**src/rtl/inst_fetch_bus_if_if.sv**
```systemverilog
// Wishbone classic read-only instruction bus used by the fetch responder.
// master: the fetch unit driving the bus; slave: the instruction memory side.
interface inst_fetch_bus_if_if #(
  parameter int ADDR_W = 32,
  parameter int DATA_W = 32
);
  logic [ADDR_W-1:0] wb_adr_o;
  logic [DATA_W-1:0] wb_dat_i;
  logic              wb_ack_i;
  logic              wb_cyc_o;
  logic              wb_stb_o;
  logic              wb_we_o;
  logic [3:0]        wb_sel_o;

  modport master (
    output wb_adr_o, wb_cyc_o, wb_stb_o, wb_we_o, wb_sel_o,
    input  wb_dat_i, wb_ack_i
  );

  modport slave (
    input  wb_adr_o, wb_cyc_o, wb_stb_o, wb_we_o, wb_sel_o,
    output wb_dat_i, wb_ack_i
  );
endinterface

```
**src/rtl/inst_fetch_bus_if.sv**
```systemverilog
// Instruction-fetch responder: turns each enabled pc into one Wishbone classic read,
// stalls the pipeline until the word arrives, and honours stall, flush and branch squash.
module inst_fetch_bus_if #(
  parameter int                ADDR_W      = 32,
  parameter int                DATA_W      = 32,
  parameter logic [DATA_W-1:0] NOP_INST    = '0,
  parameter int                ACK_TIMEOUT = 255
) (
  input  logic              clk,
  input  logic              rst,
  input  logic              cpu_ce_i,
  input  logic [ADDR_W-1:0] cpu_addr_i,
  input  logic [5:0]        stall_i,
  input  logic              flush_i,
  input  logic              branch_flush_i,
  output logic [DATA_W-1:0] cpu_data_o,
  output logic              stallreq_o,
  output logic              bus_err_o,
  inst_fetch_bus_if_if.master wb
);

  localparam int ACK_W = (ACK_TIMEOUT > 0) ? $clog2(ACK_TIMEOUT + 1) : 1;
  localparam logic [ACK_W-1:0] CNT_LAST = (ACK_TIMEOUT > 0) ? ACK_W'(ACK_TIMEOUT - 1) : '0;
  localparam logic [ACK_W-1:0] CNT_MAX  = '1;

  typedef enum logic [1:0] {IDLE, BUSY, WAIT_STALL} state_t;

  state_t            state_reg, state_next;
  logic [ADDR_W-1:0] adr_reg, adr_next;
  logic [DATA_W-1:0] rd_buf_reg, rd_buf_next;
  logic [ACK_W-1:0]  cnt_reg, cnt_next;
  logic [DATA_W-1:0] ack_data;
  logic              timeout;

  // A squashed word is replaced by NOP both on the bus-return cycle and in the buffer.
  assign ack_data = branch_flush_i ? NOP_INST : wb.wb_dat_i;
  assign timeout  = (ACK_TIMEOUT != 0) && (cnt_reg == CNT_LAST);

  always_ff @(posedge clk) begin
    if (!rst) begin
      state_reg  <= IDLE;
      adr_reg    <= '0;
      rd_buf_reg <= '0;
      cnt_reg    <= '0;
    end else begin
      state_reg  <= state_next;
      adr_reg    <= adr_next;
      rd_buf_reg <= rd_buf_next;
      cnt_reg    <= cnt_next;
    end
  end

  always_comb begin
    state_next  = state_reg;
    adr_next    = adr_reg;
    rd_buf_next = rd_buf_reg;
    cnt_next    = cnt_reg;
    case (state_reg)
      IDLE: begin
        if (cpu_ce_i && !flush_i) begin
          adr_next   = cpu_addr_i;
          cnt_next   = '0;
          state_next = BUSY;
        end
      end
      BUSY: begin
        if (flush_i) begin
          state_next = IDLE;
        end else if (wb.wb_ack_i) begin
          rd_buf_next = ack_data;
          state_next  = (stall_i != 6'd0) ? WAIT_STALL : IDLE;
        end else if (timeout) begin
          state_next = IDLE;
        end else if (cnt_reg != CNT_MAX) begin
          cnt_next = cnt_reg + 1'b1;
        end
      end
      WAIT_STALL: begin
        if (flush_i) begin
          state_next  = IDLE;
          rd_buf_next = NOP_INST;
        end else if (stall_i == 6'd0) begin
          state_next = IDLE;
        end
      end
      default: state_next = IDLE;
    endcase
  end

  // Outputs are forced to their idle values while reset is asserted.
  always_comb begin
    cpu_data_o = NOP_INST;
    stallreq_o = 1'b0;
    bus_err_o  = 1'b0;
    if (rst) begin
      case (state_reg)
        IDLE: stallreq_o = cpu_ce_i && !flush_i;
        BUSY: begin
          if (!flush_i) begin
            if (wb.wb_ack_i) begin
              cpu_data_o = ack_data;
            end else if (timeout) begin
              bus_err_o = 1'b1;
            end else begin
              stallreq_o = 1'b1;
            end
          end
        end
        WAIT_STALL: cpu_data_o = rd_buf_reg;
        default: cpu_data_o = NOP_INST;
      endcase
    end
  end

  assign wb.wb_cyc_o = (state_reg == BUSY);
  assign wb.wb_stb_o = (state_reg == BUSY);
  assign wb.wb_adr_o = adr_reg;
  assign wb.wb_we_o  = 1'b0;
  assign wb.wb_sel_o = (state_reg == BUSY) ? 4'b1111 : 4'b0000;

endmodule
```
**src/flat_wrapper.sv**
```systemverilog
// flat-port wrapper written by rule: the top's interface ports become plain ports
module inst_fetch_bus_if_flat 
#(
  parameter int                ADDR_W      = 32,
  parameter int                DATA_W      = 32,
  parameter logic [DATA_W-1:0] NOP_INST    = '0,
  parameter int                ACK_TIMEOUT = 255
)
  (clk, rst, cpu_ce_i, cpu_addr_i, stall_i, flush_i, branch_flush_i, cpu_data_o, stallreq_o, bus_err_o, wb_wb_adr_o, wb_wb_cyc_o, wb_wb_stb_o, wb_wb_we_o, wb_wb_sel_o, wb_wb_dat_i, wb_wb_ack_i);
  inst_fetch_bus_if_if #(.ADDR_W(ADDR_W), .DATA_W(DATA_W)) wb_i ();
  input  logic clk;
  input  logic rst;
  input  logic cpu_ce_i;
  input  logic [ADDR_W-1:0] cpu_addr_i;
  input  logic [5:0] stall_i;
  input  logic flush_i;
  input  logic branch_flush_i;
  output logic [DATA_W-1:0] cpu_data_o;
  output logic stallreq_o;
  output logic bus_err_o;
  output wire logic [$bits(wb_i.wb_adr_o)-1:0] wb_wb_adr_o;
  output wire logic [$bits(wb_i.wb_cyc_o)-1:0] wb_wb_cyc_o;
  output wire logic [$bits(wb_i.wb_stb_o)-1:0] wb_wb_stb_o;
  output wire logic [$bits(wb_i.wb_we_o)-1:0] wb_wb_we_o;
  output wire logic [$bits(wb_i.wb_sel_o)-1:0] wb_wb_sel_o;
  input wire logic [$bits(wb_i.wb_dat_i)-1:0] wb_wb_dat_i;
  input wire logic [$bits(wb_i.wb_ack_i)-1:0] wb_wb_ack_i;
  assign wb_wb_adr_o = wb_i.wb_adr_o;
  assign wb_wb_cyc_o = wb_i.wb_cyc_o;
  assign wb_wb_stb_o = wb_i.wb_stb_o;
  assign wb_wb_we_o = wb_i.wb_we_o;
  assign wb_wb_sel_o = wb_i.wb_sel_o;
  assign wb_i.wb_dat_i = wb_wb_dat_i;
  assign wb_i.wb_ack_i = wb_wb_ack_i;
  inst_fetch_bus_if #(.ADDR_W(ADDR_W), .DATA_W(DATA_W), .NOP_INST(NOP_INST), .ACK_TIMEOUT(ACK_TIMEOUT)) u_core (.clk(clk), .rst(rst), .cpu_ce_i(cpu_ce_i), .cpu_addr_i(cpu_addr_i), .stall_i(stall_i), .flush_i(flush_i), .branch_flush_i(branch_flush_i), .cpu_data_o(cpu_data_o), .stallreq_o(stallreq_o), .bus_err_o(bus_err_o), .wb(wb_i));
endmodule
```
**config.mk**
```make
export PLATFORM = sky130hd
export DESIGN_NAME = inst_fetch_bus_if_flat
export DESIGN_NICKNAME = d
export VERILOG_FILES = /design/src/rtl/inst_fetch_bus_if_if.sv /design/src/rtl/inst_fetch_bus_if.sv /design/src/flat_wrapper.sv
export SDC_FILE = /design/constraint.sdc
export NUM_CORES = 1
export LEC_CHECK = 0
export CORE_AREA = 2 2 85 87
export DETAILED_ROUTE_END_ITERATION = 10
export DIE_AREA = 0 0 87 89
export DONT_BUFFER_PORTS = 1
export MAX_ROUTING_LAYER = met4
export PLACE_DENSITY = 0.78
export SYNTH_ARGS = -nofsm -noshare
export SYNTH_HDL_FRONTEND = slang
export SYNTH_SLANG_ARGS = --single-unit
```
**constraint.sdc**
```tcl
create_clock -name clk -period 3.9 [get_ports clk]
set_clock_uncertainty 0.15 [all_clocks]
set_input_delay 0.195 -clock clk [delete_from_list [all_inputs] [get_ports clk]]
set_output_delay 0.195 -clock clk [all_outputs]
set_load 0.005 [all_outputs]
```
==> results of run 1 <==
[power breakdown]
group,total [mW],switching (mW),internal [mW]
sequential,0.861,0.0427,0.819
clock,0.550,0.309,0.241
combinational,0.444,0.256,0.188
total,1.86,0.608,1.25
[kinds of logic after synthesis]
family | after synthesis | synth area share [%]
adders and majority gates | 6 | 2.05
AOI/OAI and AO/OA | 85 | 16.8
other | 1 | 0.102
DFF | 74 | 40.4
buffers and inverters | 56 | 6.92
muxes | 34 | 9.27
and+or+nand+nor | 200 | 24.5
[worst max-delay path, cell delays in order, from the launching register on]
cell     delay [ns]
dfxtp_1        0.33
inv_1          0.10
ha_1           0.58
inv_1          0.19
nor3b_2        0.21
buf_4          0.35
a32oi_1        0.15
nor2_1         0.19
[how the worst max path moves through the flow]
stage / startpoint / end
floorplan: u_core.state_reg[1] / u_core.cnt_reg[7]
global placement: u_core.state_reg[1] / u_core.rd_buf_reg[27]
detailed placement: u_core.state_reg[1] / u_core.rd_buf_reg[18]
CTS: u_core.state_reg[1] / cpu_data_o[11]
global route: u_core.state_reg[1] / cpu_data_o[15]
finish: u_core.state_reg[1] / cpu_data_o[0]
[per-stage QoR]
step / hold slack, ns / total power, mW / instances
after global placement: 0.184 / 1.26 / 494
after CTS: 0.000144 / 1.87 / 561
after floorplan: 0.181 / 1.24 / 456
after global routing: 0.000197 / 1.96 / 561
after detailed placement: 0.188 / 1.28 / 494
final: 0.00863 / 1.86 / 561
[area by class of cell]
class                           instances  area (sq um)  share of cell area, %
Multi-Input combinational cell        326          1940                   45.3
Sequential cell                        74          1480                   34.5
Timing Repair Buffer                   56           548                   12.8
Clock buffer                            9           124                   2.89
Tap cell                               80           100                   2.33
Clock inverter                          7          58.8                   1.37
Inverter                                9          33.8                  0.787
[layout by cell type, fill, tap and decap left out, drive strengths merged, types with 3 or more instances in the layout]
cell type	netlist	final
a21oi	35	35
nor2	66	66
buf	15	5
nand3	5	5
nor3	4	4
nor4	5	5
mux2i	34	34
a32oi	32	32
dlygate4sd3	0	51
and3	32	32
ha	6	6
o21ai	4	4
clkbuf	32	9
a211o	3	3
nand2	75	75
inv	7	12
o221a	5	5
dfxtp	74	74
[cell usage after synthesis (2+ instances only)]
| cell type | count | area (sq um) |
|---|---|---|
| nand2_1 | 75 | 282 |
| dfxtp_1 | 74 | 1480 |
| nor2_1 | 66 | 248 |
| a21oi_1 | 35 | 175 |
| mux2i_1 | 34 | 340 |
| a32oi_1 | 32 | 280 |
| and3_1 | 32 | 200 |
| clkbuf_1 | 31 | 116 |
| buf_2 | 7 | 35.0 |
| buf_4 | 7 | 52.6 |
| inv_1 | 7 | 26.3 |
| ha_1 | 6 | 75.1 |
| nand3_1 | 5 | 25.0 |
| nor4_1 | 5 | 31.3 |
| o221a_2 | 5 | 56.3 |
| nor3_1 | 4 | 20.0 |
| o21ai_0 | 4 | 20.0 |
| a211o_1 | 3 | 26.3 |
| a32o_1 | 2 | 20.0 |
| clkinv_1 | 2 | 7.51 |
| nand4_1 | 2 | 12.5 |
| nor2b_1 | 2 | 12.5 |
| nor3b_1 | 2 | 15.0 |
| or4_1 | 2 | 15.0 |
[per-layer routing]
layer	GRT usage (%)	vias up
li1	-	1635
met1	27.4	1580
met3	6.19	16
met4	9.09	0
met5	-	-
met2	41.4	148
==> flow_summary.yaml, run 1 <==
run_status:
  status: "completed"
clock_network:
  clockBufferDepth: 2
  hold_buffers: 51
  post_cts_buffers: 0
  tritoncts: "done"
  cts_buffers: 9
  cts_max_level: 3
  cts_root_buffer: "clkbuf_8"
  clk_pin_slew_worst_paths_ns: 0.08
  cts_resized: 0
  numClockSinks: 74
  clock_latency_ns: 0.33
route:
  wl_met1_microns: 3780
  dr.pass1.iters: 5
  drc: 0
  wl_met3_microns: 725
  drt.antenna.violating_nets: 0
  via_count: 3379
  via_per_inst: 6.02
  routed_wl_microns: 9470
  wl_met2_microns: 4820
  routed.top_layer: "met4"
  detail_route.wl_per_cell_microns: 16.9
  drt_first_iter_violations: 98
worst_setup_path:
  worst_setup_path_end_kind: "output pin"
  r2r_start: "u_core.state_reg[1]"
  cp-start-kind: "flip-flop"
  reg2reg_depth: 6
  regToRegEndpoint: "u_core.rd_buf_reg[18]"
  crit_type: "reg2out"
  crit_fanout: 33
  required_ns: 3.56
  r2r_setup_slack_ns: 1.21
  cp.arrival_ns: 2.45
synth:
  synth_top_flop_cell: "dfxtp_1"
  yosysUniqueCellTypes: 36
  synth_seq_cells: 74
  synth_cells: 456
  synth_area_per_cell_sq_um: 8.05
  ys_warn_count: 0
  async_flop_share_pct: 0
  synth_edf_count: 0
  synth_area_sq_um: 3670
  synth_nets: 538
  yosysSeqAreaShare_pct: 40.4
floorplan:
  start_util_pct: 54.6
  coreArea_sq_um: 6720
  chipHeight_microns: 89
  pin_count: 149
  fp-row-count: 30
  dieArea_sq_um: 7740
  fp.dieW_microns: 87
place:
  port_buffers: 0
  gp_congestion: 0.823
  place_area_sq_um: 3600
  pre_cts_ws_ns: 1.21
  dp_hpwl_microns: 5580
global_routing:
  antenna_found_initial: 0
  grtUsageTotal_pct: 24.2
  grt_max_degree: 71
  grt_pass1_vias: 3079
  grt_pass1_wl_microns: 14500
  grt.overflow.total: 0
finish:
  stdcell_area_sq_um: 4290
  antenna_cells: 0
  drive_gt1_share_pct: 6.44
  nFillCells: 550
  area_growth_pct: 16.9
  fin_nets: 558
  final_util_pct: 63.9
sta:
  finalMaxSlewViolations: 0
  slew_headroom_pct: 18.6
  setup_viol: 0
  timing.final.hold_violations: 0
  final.min_clock_period_ns: 2.79
  tightest_slew_ns: 1.22
  setup_tns_ns: 0
  clock.fmax_ghz: 0.358
  fin_ws_ns: 1.11
  rsz0062_at_grt: "no"
  finalCritPeriodShare_pct: 71.6
power:
  peakVddDrop_uv: 244
  leakage_nw: 1.56
  power.density_nw_per_um2: 432
hold_path:
  min_path_cells: 3
  hp-class: "in2reg"
  min_to: "u_core.rd_buf_reg[31]"
  hp-start: "wb_wb_dat_i[31]"
flow_run:
  max_cap_viol_count: 0
Power figures use the tool's default switching activity.
==> run 2, diff against run 1 <==
--- a/config.mk
+++ b/config.mk
@@ -10,7 +10,7 @@
 export DIE_AREA = 0 0 87 89
 export DONT_BUFFER_PORTS = 1
 export MAX_ROUTING_LAYER = met4
-export PLACE_DENSITY = 0.78
+export PLACE_DENSITY = 0.81
 export SYNTH_ARGS = -nofsm -noshare
 export SYNTH_HDL_FRONTEND = slang
 export SYNTH_SLANG_ARGS = --single-unit
==> constraint.sdc (replaced) <==
create_clock -name clk -period 2.29 [get_ports clk]
set_clock_uncertainty 0.15 [all_clocks]
set_input_delay 0.1145 -clock clk [delete_from_list [all_inputs] [get_ports clk]]
set_output_delay 0.1145 -clock clk [all_outputs]
set_load 0.005 [all_outputs]
==> run 2 against run 1 <==
  * The run now ends with negative hold slack left
  * Register-to-register slack got worse by 1.1 ns
  * Combinational power rose by 95%
  * Global-route usage rose by 2.4 points
  * Clock power rose by 93%
  * Non-clock buffer count rose by 28
  * Setup slack got worse by 1.0 ns
  * Via count rose by 5.7%
  * Die area did not move
  * Largest power group unchanged
  * Sequential cell count did not move
  * First-iteration DRC count rose by 110%
==> flow_summary.yaml, run 2 (same netlist as run 1, synthesis figures left out) <==
power:
  leakage_nw: 1.71
  total_power_mw: 3.40
  power.density_nw_per_um2: 733
  peakVddDrop_uv: 379
clock_network:
  cts_root_buffer: "clkbuf_8"
  tritoncts: "done"
  cts_buffers: 9
  numClockSinks: 74
  clk_pin_slew_worst_paths_ns: 0.08
  clockBufferDepth: 2
  post_cts_buffers: 0
  clock_latency_ns: 0.33
  cts_max_level: 3
sta:
  setup_tns_ns: 0
  final.min_clock_period_ns: 2.19
  fin_ws_ns: 0.100
  finalCritPeriodShare_pct: 95.6
  finalHoldWorstSlack_ns: -0.00578
  clock.fmax_ghz: 0.457
  finalMaxSlewViolations: 0
  tightest_slew_ns: 0.643
  setup_viol: 0
  slew_headroom_pct: 57.1
  timing.final.hold_violations: 1
floorplan:
  fp-row-count: 30
  start_util_pct: 54.6
  chipHeight_microns: 89
  pin_count: 149
  fp.dieW_microns: 87
  dieArea_sq_um: 7740
  coreArea_sq_um: 6720
flow_run:
  max_cap_viol_count: 0
run_status:
  status: "finished, violations left"
  violations: "negative hold slack"
global_routing:
  grt.overflow.total: 0
  grt_pass1_vias: 3503
  grt_max_degree: 40
  grtUsageTotal_pct: 26.6
  antenna_found_initial: 0
  grt_pass1_wl_microns: 16000
place:
  port_buffers: 0
  dp_hpwl_microns: 5890
  pre_cts_ws_ns: 0.149
  place_area_sq_um: 3690
  gp_congestion: 0.939
worst_setup_path:
  cp.arrival_ns: 2.27
  regToRegEndpoint: "u_core.cnt_reg[5]"
  reg2reg_depth: 7
  r2r_start: "u_core.state_reg[0]"
  crit_type: "reg2reg"
  r2r_setup_slack_ns: 0.1
  crit_fanout: 6
  cp-start-kind: "flip-flop"
  worst_setup_path_end_kind: "flip-flop"
  required_ns: 2.37
route:
  wl_met3_microns: 712
  drt_first_iter_violations: 206
  routed_wl_microns: 10400
  detail_route.wl_per_cell_microns: 17.7
  routed.top_layer: "met4"
  drc: 0
  drt.antenna.violating_nets: 0
  via_per_inst: 6.07
  dr.pass1.iters: 5
  via_count: 3573
  wl_met1_microns: 4070
  wl_met2_microns: 5390
hold_path:
  hp-start: "flush_i"
  min_to: "u_core.cnt_reg[0]"
  hp-class: "in2reg"
  min_path_cells: 3
finish:
  area_growth_pct: 26.4
  fin_nets: 586
  final_common_cell: "nand2_1"
  mostFrequentLayoutCells: "nand2_1, dfxtp_1, dlygate4sd3_1"
  antenna_cells: 0
  nFillCells: 519
  stdcell_area_sq_um: 4640
  drive_gt1_share_pct: 8.25
[run 2: cell types whose count changed in the layout (fill, tap and decap cells not counted), sizes merged]
cell         previous run  this run
dlygate4sd3            51        71
buf                     5        13
bufinv                  0         1
clkinv                  2         3
clkinvlp                2         1
inv                    12        11
[run 2: where the power goes]
group | internal, mW | leakage (nW) | switching (mW)
registers | 1.40 | 0.601 | 0.0740
logic | 0.395 | 1.00 | 0.469
clock network | 0.526 | 0.104 | 0.538
[run 2: metal layers]
layer / GRT usage (%) / up-vias
met5: - / -
met4: 10.7 / 0
met3: 5.17 / 24
met2: 46.7 / 171
met1: 29.8 / 1683
li1: - / 1695
[run 2: worst max-delay path by stage]
| stage | from | end | cells past startpoint |
|---|---|---|---|
| final | u_core.state_reg[0] | u_core.cnt_reg[5] | 7 |
| after global routing | u_core.state_reg[1] | cpu_data_o[31] | 7 |
| after CTS | u_core.state_reg[1] | cpu_data_o[31] | 7 |
| after detailed placement | u_core.state_reg[0] | u_core.cnt_reg[7] | 6 |
| after global placement | u_core.state_reg[0] | u_core.cnt_reg[7] | 6 |
| after floorplan | u_core.state_reg[1] | u_core.cnt_reg[7] | 7 |
[run 2: timing repair]
item                                   in CTS  in global routing
hold buffers                               70                  1
endpoints found under the hold margin      73                  1
setup endpoints to repair                  33                 33
pin swaps                                   0                  1
resized for setup                           2                  3
[run 2: cell type report]
cell class,instances,area (sq um),share of cell area [%]
Multi-Input combinational cell,326,1970,42.4
Sequential cell,74,1480,32.0
Timing Repair Buffer,84,846,18.2
Clock buffer,9,124,2.67
Tap cell,80,100,2.16
Clock inverter,7,86.3,1.86
Inverter,9,33.8,0.728
[run 2: per-stage QoR]
| stage | util [%] | std cells |
|---|---|---|
| after floorplan | - | 456 |
| final | 69.0 | 589 |
| after CTS | 68.7 | 588 |
| after global routing | 69.0 | 589 |
| after global placement | 55.0 | 502 |
| after detailed placement | 55.0 | 502 |
[run 2: critical path, cell delays in order, from the launching register on]
cell and delay (ns):
dfxtp_2 0.37, inv_1 0.09, ha_1 0.25, nor2b_1 0.20, a2111o_1 0.39, buf_4 0.17, a211o_1 0.24, a32o_1 0.25
==> run 3, diff against run 2 <==
--- a/config.mk
+++ b/config.mk
@@ -9,8 +9,9 @@
 export DETAILED_ROUTE_END_ITERATION = 10
 export DIE_AREA = 0 0 87 89
 export DONT_BUFFER_PORTS = 1
+export GPL_TIMING_DRIVEN = 0
 export MAX_ROUTING_LAYER = met4
-export PLACE_DENSITY = 0.81
+export PLACE_DENSITY = 0.78
 export SYNTH_ARGS = -nofsm -noshare
 export SYNTH_HDL_FRONTEND = slang
 export SYNTH_SLANG_ARGS = --single-unit
==> constraint.sdc (replaced) <==
create_clock -name clk -period 2.73 [get_ports clk]
set_clock_uncertainty 0.15 [all_clocks]
set_input_delay 0.1365 -clock clk [delete_from_list [all_inputs] [get_ports clk]]
set_output_delay 0.1365 -clock clk [all_outputs]
set_load 0.005 [all_outputs]
==> run 3 against run 2 <==
  * Largest cell class unchanged
  * Setup slack gained 0.054 ns
  * Core utilization grew 0.37 points
  * Sequential share of layout area shrank 0.20 points
  * First-iteration DRC count is 13% higher
  * Global-route usage is 1.6 points higher
  * Non-clock buffer count rose by 30
  * Power is 16% lower
  * Sequential power fell by 16%
  * The flow now finishes without violations
  * Sequential cell count is the same
  * Routed wire length grew 5.2%
==> flow_summary.yaml, run 3 (same netlist as run 1, synthesis figures left out) <==
clock_network:
  clockBufferDepth: 2
  cts_max_level: 3
  cts_buffers: 9
  clock_latency_ns: 0.33
  cts_root_buffer: "clkbuf_8"
  clk_pin_slew_worst_paths_ns: 0.08
  tritoncts: "done"
  numClockSinks: 74
global_routing:
  grt.overflow.total: 0
  grtUsageTotal_pct: 28.2
  antenna_found_initial: 0
  grt_pass1_wl_microns: 16800
  grt_max_degree: 13
  grt_pass1_vias: 3595
place:
  port_buffers: 0
  pre_cts_ws_ns: 0.119
  dp_hpwl_microns: 6860
  gp_congestion: 0.877
  place_area_sq_um: 3770
sta:
  finalHoldWorstSlack_ns: 0.00546
  setup_viol: 0
  rsz0062_at_grt: "no"
  final.min_clock_period_ns: 2.58
  tightest_slew_ns: 0.739
  setup_tns_ns: 0
  finalCritPeriodShare_pct: 94.3
  clock.fmax_ghz: 0.388
  timing.final.hold_violations: 0
  finalMaxSlewViolations: 0
  fin_ws_ns: 0.154
  slew_headroom_pct: 50.6
worst_setup_path:
  cp.arrival_ns: 2.29
  worst_setup_path_end_kind: "output pin"
  crit_type: "reg2out"
  cp-start-kind: "flip-flop"
  required_ns: 2.44
  crit_fanout: 10
hold_path:
  hp-class: "in2reg"
power:
  peakVddDrop_uv: 387
  total_power_mw: 2.85
  leakage_nw: 1.73
  power.density_nw_per_um2: 610
flow_run:
  max_cap_viol_count: 0
finish:
  mostFrequentLayoutCells: "nand2_1, dfxtp_1, dlygate4sd3_1"
  antenna_cells: 0
  stdcell_area_sq_um: 4660
  fin_nets: 616
  final_common_cell: "nand2_1"
  drive_gt1_share_pct: 7.61
  area_growth_pct: 27.1
floorplan:
  start_util_pct: 54.6
  dieArea_sq_um: 7740
  fp-row-count: 30
  fp.dieW_microns: 87
  chipHeight_microns: 89
  pin_count: 149
  coreArea_sq_um: 6720
route:
  drc: 0
  via_count: 3740
  detail_route.wl_per_cell_microns: 17.7
  routed_wl_microns: 10900
  via_per_inst: 6.04
  dr.pass1.iters: 5
  drt_first_iter_violations: 232
  drt.antenna.violating_nets: 0
run_status:
  status: "completed"
-- run 3: cell types whose count changed in the layout (fill, tap and decap cells not counted), sizes merged --
cell and delta:
clkinv +2, clkbuf +36, inv -4, dlygate4sd3 -4
-- run 3: cell type report --
type | count | area, sq um
Sequential cell | 74 | 1480
Multi-Input combinational cell | 326 | 1950
Tap cell | 80 | 100
Timing Repair Buffer | 67 | 671
Fill cell | 513 | 2060
Buffer | 47 | 225
Clock buffer | 11 | 151
Inverter | 9 | 33.8
Clock inverter | 5 | 52.6
-- run 3: path summary, 6_finish.rpt --
kind	start	endpoint	slack [ns]	cells past startpoint
min	cpu_ce_i	u_core.wb.wb_adr_o[13]	0.005	4
max reg2reg	u_core.state_reg[1]	u_core.cnt_reg[7]	0.39	7
max	u_core.state_reg[1]	cpu_data_o[20]	0.15	8
min reg2reg	u_core.wb.wb_adr_o[3]	u_core.wb.wb_adr_o[3]	0.33	2
-- run 3: critical path: stages, from the launching register on --
cell	delay (ns)
dfxtp_1	0.33
inv_1	0.11
ha_2	0.27
buf_4	0.19
inv_1	0.11
nor3b_4	0.32
buf_2	0.28
a32oi_1	0.15
nor2_1	0.19
-- run 3: layer usage --
layer	up-vias	wire, microns	track usage [%]
met5	-	0	-
met4	0	346	12.1
li1	1760	-	-
met1	1774	4240	31.5
met3	38	748	6.09
met2	168	5610	48.8
-- run 3: what timing repair did --
item,CTS,global route
buffers inserted,0,0
endpoints found under the hold margin,65,0
endpoints found under the setup margin,29,29
pin swaps,0,1
gates resized for setup,2,3
hold buffers,67,0
-- run 3: power by group --
| part | switching, mW | total (mW) | internal [mW] |
|---|---|---|---|
| registers | 0.0607 | 1.23 | 1.17 |
| clock network | 0.399 | 0.866 | 0.468 |
| logic | 0.413 | 0.749 | 0.336 |
-- run 3: stage by stage --
stage	utilization, %	cells
2_1_floorplan	-	456
3_3_place_gp	56.1	536
3_5_place_dp	56.1	536
4_1_cts	69.3	619
5_1_grt	69.4	619
6_report	69.4	619
